## src/rtl/la_step_reporter.sv

```systemverilog
// Step/status reporter: presents a firmware-requested step code and status
// on user pads for a fixed hold time, then clears status and acknowledges.
module la_step_reporter #(
  parameter int HOLD_CYCLES = 16
) (
  input  logic        clock,
  input  logic        resetb,
  input  logic [5:0]  la_step_i,
  input  logic [1:0]  la_status_i,
  input  logic        la_req_i,
  output logic [37:0] io_out_o,
  output logic [37:0] io_oeb_o,
  output logic        la_ack_o,
  output logic        la_err_o,
  output logic [5:0]  la_last_o,
  output logic        busy_o
);

  typedef enum logic [1:0] {
    IDLE,
    SHOW,
    CLEAR,
    DONE
  } state_e;

  localparam logic [7:0] RELOAD = 8'(HOLD_CYCLES - 1);

  state_e     state_q, state_d;
  logic [5:0] step_q, step_d;
  logic [1:0] status_q, status_d;
  logic [7:0] cnt_q, cnt_d;
  logic       req_q, arm_q, arm_d;
  logic       ack_q, ack_d;
  logic       err_q, err_d;
  logic [5:0] last_q, last_d;
  logic       rise;

  // arm_q blocks a request that was already high when reset released
  assign rise = la_req_i & ~req_q & arm_q;

  always_comb begin
    state_d  = state_q;
    step_d   = step_q;
    status_d = status_q;
    cnt_d    = cnt_q;
    ack_d    = ack_q;
    err_d    = err_q;
    last_d   = last_q;
    arm_d    = arm_q | ~la_req_i;
    unique case (state_q)
      IDLE: begin
        if (rise) begin
          step_d   = la_step_i;
          status_d = (la_status_i == 2'b00) ? 2'b01 : la_status_i;
          cnt_d    = RELOAD;
          last_d   = la_step_i;
          state_d  = SHOW;
          if (la_step_i != 6'(last_q + 6'd1)) err_d = 1'b1;
        end
      end
      SHOW: begin
        if (rise) err_d = 1'b1;
        if (cnt_q == 8'd0) begin
          status_d = 2'b00;
          cnt_d    = RELOAD;
          state_d  = CLEAR;
        end else begin
          cnt_d = cnt_q - 8'd1;
        end
      end
      CLEAR: begin
        if (rise) err_d = 1'b1;
        if (cnt_q == 8'd0) begin
          ack_d   = 1'b1;
          state_d = DONE;
        end else begin
          cnt_d = cnt_q - 8'd1;
        end
      end
      DONE: begin
        if (rise) err_d = 1'b1;
        if (!la_req_i) begin
          ack_d   = 1'b0;
          state_d = IDLE;
        end
      end
      default: state_d = IDLE;
    endcase
  end

  always_ff @(posedge clock or negedge resetb) begin
    if (!resetb) begin
      state_q  <= IDLE;
      step_q   <= '0;
      status_q <= '0;
      cnt_q    <= '0;
      req_q    <= 1'b0;
      arm_q    <= 1'b0;
      ack_q    <= 1'b0;
      err_q    <= 1'b0;
      last_q   <= '0;
    end else begin
      state_q  <= state_d;
      step_q   <= step_d;
      status_q <= status_d;
      cnt_q    <= cnt_d;
      req_q    <= la_req_i;
      arm_q    <= arm_d;
      ack_q    <= ack_d;
      err_q    <= err_d;
      last_q   <= last_d;
    end
  end

  assign io_out_o  = {status_q, 10'd0, step_q, 20'd0};
  assign io_oeb_o  = {2'b00, 10'h3FF, 6'd0, 20'hFFFFF};
  assign la_ack_o  = ack_q;
  assign la_err_o  = err_q;
  assign la_last_o = last_q;
  assign busy_o    = (state_q != IDLE);

endmodule

```

## config.mk

```make
export PLATFORM = sky130hd
export DESIGN_NAME = la_step_reporter
export DESIGN_NICKNAME = d
export VERILOG_FILES = /design/src/rtl/la_step_reporter.sv
export SDC_FILE = /design/constraint.sdc
export NUM_CORES = 1
export LEC_CHECK = 0
export BUFFER_PORTS_ARGS = -buffer_cell sky130_fd_sc_hd__buf_2
export CAP_MARGIN = 20
export CORE_MARGIN = 5
export CORE_UTILIZATION = 45
export DETAILED_ROUTE_END_ITERATION = 7
export PLACE_DENSITY = 0.81
export SYNTH_ARGS = -nofsm -noshare
export SYNTH_HDL_FRONTEND = slang
export SYNTH_SLANG_ARGS = --single-unit
```

## constraint.sdc

```tcl
create_clock -name clock -period 4.2 [get_ports clock]
set_input_delay 0.21 -clock clock [delete_from_list [all_inputs] [get_ports clock]]
set_output_delay 0.21 -clock clock [all_outputs]
set_load 0.1 [all_outputs]
```

* Word-level counts from Yosys, hierarchy flattened *
Index checks and enable logic that the tools add are counted.

cells by class
  $add $sub $neg = 2
  bitwise gates (word level) = 5
  reduce and logical (&&, ||, !) cells = 14
  equal/unequal tests = 11
  muxes and demuxes = 20

operators with widths
  cell                   count
  $mux W8                3
  $pmux W8 S3            1
  $mux W2                7
  $ne A2 B2 Y1 const B   6
  $reduce_and A3 Y1      4
  $logic_not A8 Y1       1
  $pmux W2 S4            1
  $sub A8 B1 Y8 const B  1
  $add A6 B1 Y6 const B  1
  $ne A6 B6 Y1           1
  $reduce_bool A2 Y1     3
  $mux W1                5
  $eq A2 B2 Y1 const B   2
  $logic_not A2 Y1       2
  $pmux W1 S2            2
  $pmux W2 S2            1
  $reduce_and A4 Y1      1
  $reduce_bool A3 Y1     1
  $reduce_or A3 Y1       1
  $and A1 B1 Y1          2
  $eq A2 B1 Y1 const B   1
  $ne A2 B1 Y1 const B   1
  $not A1 Y1             2
  $reduce_and A2 Y1      1
  $or A1 B1 Y1           1

word-level totals
  flip-flop bits (word level) = 22
  output and inout bits = 85

* Longest topological paths before layout *
Gate-level depths: netlist (run 1).

  word-level depth = 5
  gate-level depth with buffers = 8
  gate-level depth less buffers = 7

* Worst setup path before layout (run 1) *
OpenSTA, ideal clock, no wires.

  path kind = register to register
  start point = register last_q[0] (netlist: la_last_o[0])
  end point = register err_q (netlist: la_err_o)
  arrival time = 2,080 ps
  cell stages (with the launch flop) = 6
  setup slack = 1,991 ps
  clock period less this slack = 2,209 ps
  library setup time = 129 ps
  path through = dfrtp_1 -> ha_1 -> xor2_1 -> or4_1 -> a21oi_1 -> o32ai_1

between the ends
  longest elaborated chain between the ends = 4

RTL lines
  element                      line  source
  from (decl)                  35    logic [5:0] last_q, last_d;
  from (signal assigned)       111   last_q <= last_d;
  $add A6 B1 Y6                58    if (la_step_i != 6'(last_q + 6'd1)) err_d = 1'b1;
  $ne A6 B6 Y1                 58
  $ne A2 B2 Y1 (no line)       -
  $reduce_and A3 Y1 (no line)  -
  to (signal assigned)         110   err_q <= err_d;
  to (decl)                    34    logic err_q, err_d;

No other way between the ends.
A chain may end at the register's enable or synchronous reset.

* Worst setup path in the final report (run 1) *
  start point = register cnt_q[0]
  end point = register cnt_q[4]

between the ends
  longest elaborated chain between the ends = 3
  elaborated cells on any way between the ends = 7
  those cells by class = add/sub (1); eq/ne (1); mux (3); reduce/logical (2)

RTL lines
  element                                            line  source
  from (decl)                                        31    logic [7:0] cnt_q, cnt_d;
  from (signal assigned)                             106   cnt_q <= cnt_d;
  $sub A8 B1 Y8 or $logic_not A8 Y1 (tied branches)  -
  $mux W8, or another cell as far along              73    if (cnt_q == 8'd0) begin
  $pmux W8 S3 or $reduce_and A3 Y1 (tied branches)   -

Parallel ways exist; a longest one is shown, timed or not. The select of a mux whose other input is x is not followed.

==> results of run 1 <==
[per-layer routing]
metal | part of all wire (%) | vias to the layer above | track usage (%)
met2 | 52 | 51 | 20.3
met3 | 9.9 | 2 | 3.20
li1 | - | 597 | -
met5 | 0 | - | 0
met1 | 37 | 585 | 13.9
met4 | 0.58 | 0 | 2.37
[area by class of cell]
| class | instances | area [sq um] |
|---|---|---|
| clock buffers | 3 | 41.3 |
| flip-flops and latches | 22 | 551 |
| inverters | 6 | 22.5 |
| multi-input cells | 166 | 1010 |
| fillers | 400 | 2190 |
| clock inverters | 1 | 30.0 |
| repair buffers | 28 | 145 |
| well taps | 50 | 62.6 |
[worst paths after layout]
check / end / startpoint / slack (ns)
min: req_q / la_req_i / 0.09
max reg2reg: cnt_q[4] / cnt_q[0] / 2.15
max in group asynchronous: status_q[1] / resetb / 3.42
min in group asynchronous: req_q / resetb / 0.44
min reg2reg: arm_q / arm_q / 0.49
max: cnt_q[4] / cnt_q[0] / 2.15
[cell families (layout without fill, tap and decap cells)]
logic type | Yosys count | in the layout | synth area share, %
buffers and inverters | 81 | 38 | 30.9
other | 2 | 68 | 0.394
DFF | 22 | 22 | 28.9
AOI/OAI and AO/OA | 37 | 37 | 15.1
muxes | 6 | 6 | 3.55
xor gates and xnor gates | 6 | 6 | 2.76
adders and majority gates | 7 | 7 | 4.60
and+or+nand+nor | 42 | 42 | 13.8
[registers in the layout (all words and copies together) (netlist names)]
register and count:
arm_q 1, cnt_q 8, la_ack_o 1, la_err_o 1, la_last_o 6, req_q 1
state_q 2, status_q 2
[worst reg2reg max path: stages (launching register included)]
cell and delay, ns:
dfrtp_1 0.39, inv_1 0.06, ha_1 0.21, nor3b_2 0.19
and2_4 0.17, a221oi_4 0.50, nor3b_2 0.29, a22o_1 0.18
[Yosys cell counts (2+ instances only)]
cell / count / area (sq um)
nand2b_1: 4 / 25.0
o21ai_1: 5 / 25.0
nor3b_1: 3 / 22.5
o2bb2ai_1: 2 / 17.5
xnor2_1: 3 / 26.3
a22o_1: 5 / 43.8
conb_1: 2 / 7.51
ha_1: 7 / 87.6
nor3b_2: 2 / 25.0
a21oi_1: 5 / 25.0
o211ai_1: 3 / 22.5
nor3_1: 3 / 15.0
xor2_1: 3 / 26.3
buf_4: 74 / 556
inv_1: 6 / 22.5
a21o_1: 2 / 15.0
o21ai_0: 6 / 30.0
nor2_1: 6 / 22.5
dfrtp_1: 22 / 551
nand2_1: 11 / 41.3
o21a_1: 2 / 15.0
mux2_2: 6 / 67.6
[per-stage QoR]
step / hold slack [ns] / util [%]
floorplan: -0.0856 / -
global placement: 0.210 / 44.0
detailed placement: 0.212 / 44.0
CTS: 0.0872 / 46.0
global route: 0.0829 / 46.0
finish: 0.0936 / 46.0
[timing repair]
item	4_1_cts	5_1_grt
hold buffers	1	0
setup buffers	0	0
resized for setup	0	0
endpoints found under the hold margin	22	0
==> flow_summary.yaml, run 1 <==
sta:
  rsz0062_at_grt: "false"
  final_max_slew_viol_count: 0
  hold_viol: 0
  fin_crit_sh_pct: 48.9
  worstMarginPinSlew_ns: 0.545
  fin_skew_ns: 0.00775
  setup_viol: 0
  max_clock_freq_ghz: 0.487
  fin_crit_ns: 2.05
  setup_tns_ns: 0
  worst_slack_ns: 2.15
  timing.slew.headroom_pct: 63.7
route:
  drt_wl_total_mm: 3.30
  wire_per_inst_um: 12.0
  firstDrtPassIters: 4
  ant_nets: 0
  drc: 0
  vias: 1235
  drtIter0Drc: 27
  viasPerCell: 4.47
global_route:
  grt_max_degree: 23
  antenna_found_initial: 0
  grt.overflow.total: 0
  groute.usage.overall_pct: 11.5
  grt_pass1_wl_mm: 5.04
  grt_pass1_vias: 1105
floorplan:
  die-area_sq_mm: 0.00564
  die_h_um: 75.1
  num_io_pins: 96
  num_rows: 23
  core_area_sq_mm: 0.00406
  initial_core_util_pct: 47.0
  die_w_um: 75.1
worst_setup_path:
  arrival_ns: 2.25
  cp_slowest_cell: "a221oi_4"
  rr_worst_depth: 7
  end_kind: "flop"
  critPathLaunchType: "flop"
  path_cells: "inv_1 -> ha_1 -> nor3b_2 -> and2_4 -> a221oi_4 -> nor3b_2 -> a22o_1"
  cp.depth: 7
  crit_required_ns: 4.40
  path_common_cell: "nor3b_2"
  path_delay_family: "compound AO/OA/AOI/OAI gates"
  crit_buf_inv: 1
  path_max_fanout: 15
  critical_path_class: "flop to flop"
  cp_slowest_stage_delay_ns: 0.50
clocking:
  clockBufferDepth: 2
  cts_tree: "done"
  clkTransAtPathRegs_ns: 0.09
  cts_made_buffers: 3
  cts_max_level: 1
  insertion_delay_ns: 0.27
  cts_root_buf: "clkbuf_8"
  clock-sinks: 22
min_path:
  hold_depth: 1
  min_path_type: "input port to flop"
synthesis:
  avgSynthCellArea_sq_um: 9.39
  netlist_instances: 203
  syn_area_sq_mm: 0.00191
  synth-async-reset-ratio_pct: 100
  ys_warn_count: 0
  synth_edf_count: 0
  yosys_register_bits: 22
  synth_cell_types: 43
  ys_seq_area_share_pct: 28.9
  synth_flop_cell: "dfrtp_1"
place:
  dp.cells: 271
  dpl.hpwl_mm: 2.58
  post-place-ws_ns: 2.15
  post_dp_cell_area_sq_mm: 0.00178
  place_congestion: 0.759
  portBuffers: 27
flow_run:
  drv_cap: 0
final_layout:
  antenna_cells: 0
  finalInstanceArea_sq_mm: 0.00187
  stdcell_count: 276
  layout_commonest_cell: "conb_1"
  syn2layout_area_growth_pct: -2.10
  layout.nets: 245
  final_cell_mix: "68 x conb_1, 27 x buf_2, 22 x dfrtp_1"
  drive_gt1_share_pct: 19.9
run_status:
  status: "complete, no violations"
Power of run 1 is left out: the tool's default activity adds up to more than one toggle a clock period on the data nets, which glitch-free logic cannot reach.
==> run 2, diff against run 1 <==
--- a/config.mk
+++ b/config.mk
@@ -5,12 +5,13 @@
 export SDC_FILE = /design/constraint.sdc
 export NUM_CORES = 1
 export LEC_CHECK = 0
+export ABC_AREA = 1
 export BUFFER_PORTS_ARGS = -buffer_cell sky130_fd_sc_hd__buf_2
 export CAP_MARGIN = 20
 export CORE_MARGIN = 5
 export CORE_UTILIZATION = 45
 export DETAILED_ROUTE_END_ITERATION = 7
-export PLACE_DENSITY = 0.81
+export PLACE_DENSITY = 0.8
 export SYNTH_ARGS = -nofsm -noshare
 export SYNTH_HDL_FRONTEND = slang
 export SYNTH_SLANG_ARGS = --single-unit
==> constraint.sdc (replaced) <==
create_clock -name clock -period 2.02 [get_ports clock]
set_input_delay 0.101 -clock clock [delete_from_list [all_inputs] [get_ports clock]]
set_output_delay 0.101 -clock clock [all_outputs]
set_load 0.1 [all_outputs]
==> run 2 against run 1 <==
  * Sequential share of layout area down 2.3 points
  * Routed wire length grew 11%
  * Utilization up 0.23 points
  * Cell count grew 33%
  * Hold slack better by 0.013 ns
  * Critical path depth decreased by 3
  * First-iteration DRC count is 19% higher
  * Critical endpoint is now busy_o
  * Via count rose by 24%
  * Cell area up 8.6%
  * Sequential cell count unchanged
  * Register-to-register slack lost 1.7 ns
==> flow_summary.yaml, run 2 <==
worst_setup_path:
  r2r_start: "state_q[0]"
  path_max_fanout: 6
  timing.rr.end: "cnt_q[3]"
  reg2reg_slack_ns: 0.44
  critical_path_class: "flop to primary output"
  rr_worst_depth: 8
  critPathLaunchType: "flop"
  arrival_ns: 1.56
  crit_required_ns: 1.92
  end_kind: "primary output"
floorplan:
  core_area_sq_mm: 0.00438
  die_w_um: 77.5
  num_io_pins: 96
  die_h_um: 77.5
  initial_core_util_pct: 46.7
  die-area_sq_mm: 0.00600
  num_rows: 24
final_layout:
  drive_gt1_share_pct: 15.6
  top_register: "cnt_q"
  final_cell_mix: "68 x conb_1, 63 x nand2_1, 38 x inv_1"
  syn2layout_area_growth_pct: -1.16
  layout.nets: 334
  layout_commonest_cell: "conb_1"
  final_util_pct: 46.2
  largest_reg_flops: 8
  antenna_cells: 0
min_path:
  min_to: "la_last_o[0]"
  min_path_type: "input port to flop"
  hold_depth: 3
  worstHoldStart: "la_step_i[0]"
synthesis:
  synth_flop_cell: "dfrtp_1"
  synthSimpleGateAreaFrac_pct: 24.5
  syn_area_sq_mm: 0.00205
  synthTopCellsByCount: "74 x buf_4, 63 x nand2_1, 38 x inv_1"
  avgSynthCellArea_sq_um: 7.04
  synth_top_area_share_pct: 27.1
  yosys.area.top_type: "buf_4"
  synth-xor-area-share_pct: 0.855
  synth_top_family_by_area: "buffers and inverters"
  synth-async-reset-ratio_pct: 100
  ys_seq_area_share_pct: 26.9
  post-synth-top-count-cell: "buf_4"
  synth_fa_ha_area_share_pct: 4.27
  synth_area_leaders: "buf_4 27%, dfrtp_1 27%, nand2_1 12%, inv_1 7.0%, o21ai_0 4.6%"
  yosys_register_bits: 22
  synth_cell_types: 25
  synth_compound_area_share_pct: 7.75
  synth_edf_count: 0
  ys_warn_count: 0
  netlist_instances: 291
  synth.area.mux_share_pct: 0
route:
  wire_per_inst_um: 10.0
  drtIter0Drc: 32
  drt_wl_total_mm: 3.67
  drc: 0
  ant_nets: 0
  vias: 1534
  firstDrtPassIters: 4
  viasPerCell: 4.18
clocking:
  cts_tree: "done"
  cts_max_level: 1
  cts_resized: 0
  insertion_delay_ns: 0.26
  cts_root_buf: "clkbuf_8"
  clkTransAtPathRegs_ns: 0.08
  clockBufferDepth: 2
  cts_made_buffers: 3
  clock-sinks: 22
sta:
  final_max_slew_viol_count: 0
  max_clock_freq_ghz: 0.602
  rsz0062_at_grt: "false"
  setup_tns_ns: 0
  hold_viol: 0
  fin_crit_sh_pct: 82.2
  fin_skew_ns: 0.00133
  setup_viol: 0
  fin_crit_ns: 1.66
global_route:
  grt_max_degree: 23
  grt_pass1_vias: 1394
  antenna_found_initial: 0
  groute.usage.overall_pct: 11.5
  grt.overflow.total: 0
  grt_pass1_wl_mm: 5.93
place:
  place_congestion: 0.860
  portBuffers: 27
  dpl.hpwl_mm: 3.03
run_status:
  status: "complete, no violations"
flow_run:
  drv_cap: 0
run 2: how the worst max path moves through the flow:
stage	start	endpoint	slack, ns	cells past startpoint
6_report	state_q[0]	busy_o	0.36	4
5_1_grt	state_q[0]	busy_o	0.29	4
4_1_cts	state_q[0]	busy_o	0.35	4
3_5_place_dp	state_q[0]	cnt_q[4]	0.45	8
3_3_place_gp	state_q[0]	cnt_q[4]	0.55	8
2_1_floorplan	la_last_o[0]	la_err_o	0.09	8
run 2: critical path: stages, from the launching register on:
cell and delay [ns]:
dfrtp_1 0.42, inv_1 0.09, ha_1 0.27, inv_1 0.09, buf_2 0.42
run 2: stage by stage:
| step | hold slack [ns] | instances | worst slack, ns | instance area, sq um |
|---|---|---|---|---|
| final | 0.106 | 367 | 0.359 | 2030 |
| after global routing | 0.124 | 367 | 0.291 | 2030 |
| after CTS | 0.110 | 367 | 0.355 | 2030 |
| after detailed placement | 0.0956 | 361 | 0.451 | 1930 |
| after global placement | 0.0914 | 361 | 0.550 | 1930 |
| after floorplan | -0.195 | 357 | 0.0942 | 2300 |
run 2: area by class of cell:
type                            instances  area [sq um]
Multi-Input combinational cell        218          1020
Timing Repair Buffer                   30           163
Inverter                               41           154
Sequential cell                        22           551
Clock inverter                          1          30.0
Tap cell                               52          65.1
Fill cell                             465          2360
Clock buffer                            3          41.3
run 2: per-layer routing:
| layer | global-route usage, % | share of wire (%) |
|---|---|---|
| met3 | 3.36 | 11 |
| met2 | 21.0 | 50 |
| met4 | 1.55 | 0.27 |
| met1 | 13.6 | 39 |
| met5 | 0 | 0 |
run 2: timing repair:
item | CTS | global route
hold endpoints to repair | 23 | 0
hold buffers | 2 | 0
setup buffers | 0 | 0
endpoints found under the setup margin | 0 | 0
run 2: cells by family after synthesis:
group                      Yosys count
xor gates and xnor gates             2
AOI/OAI and AO/OA                   29
and+or+nand+nor                    112
adders and majority gates            7
buffers and inverters              117
DFF                                 22
other                                2
Power of run 2 is left out for the same reason.
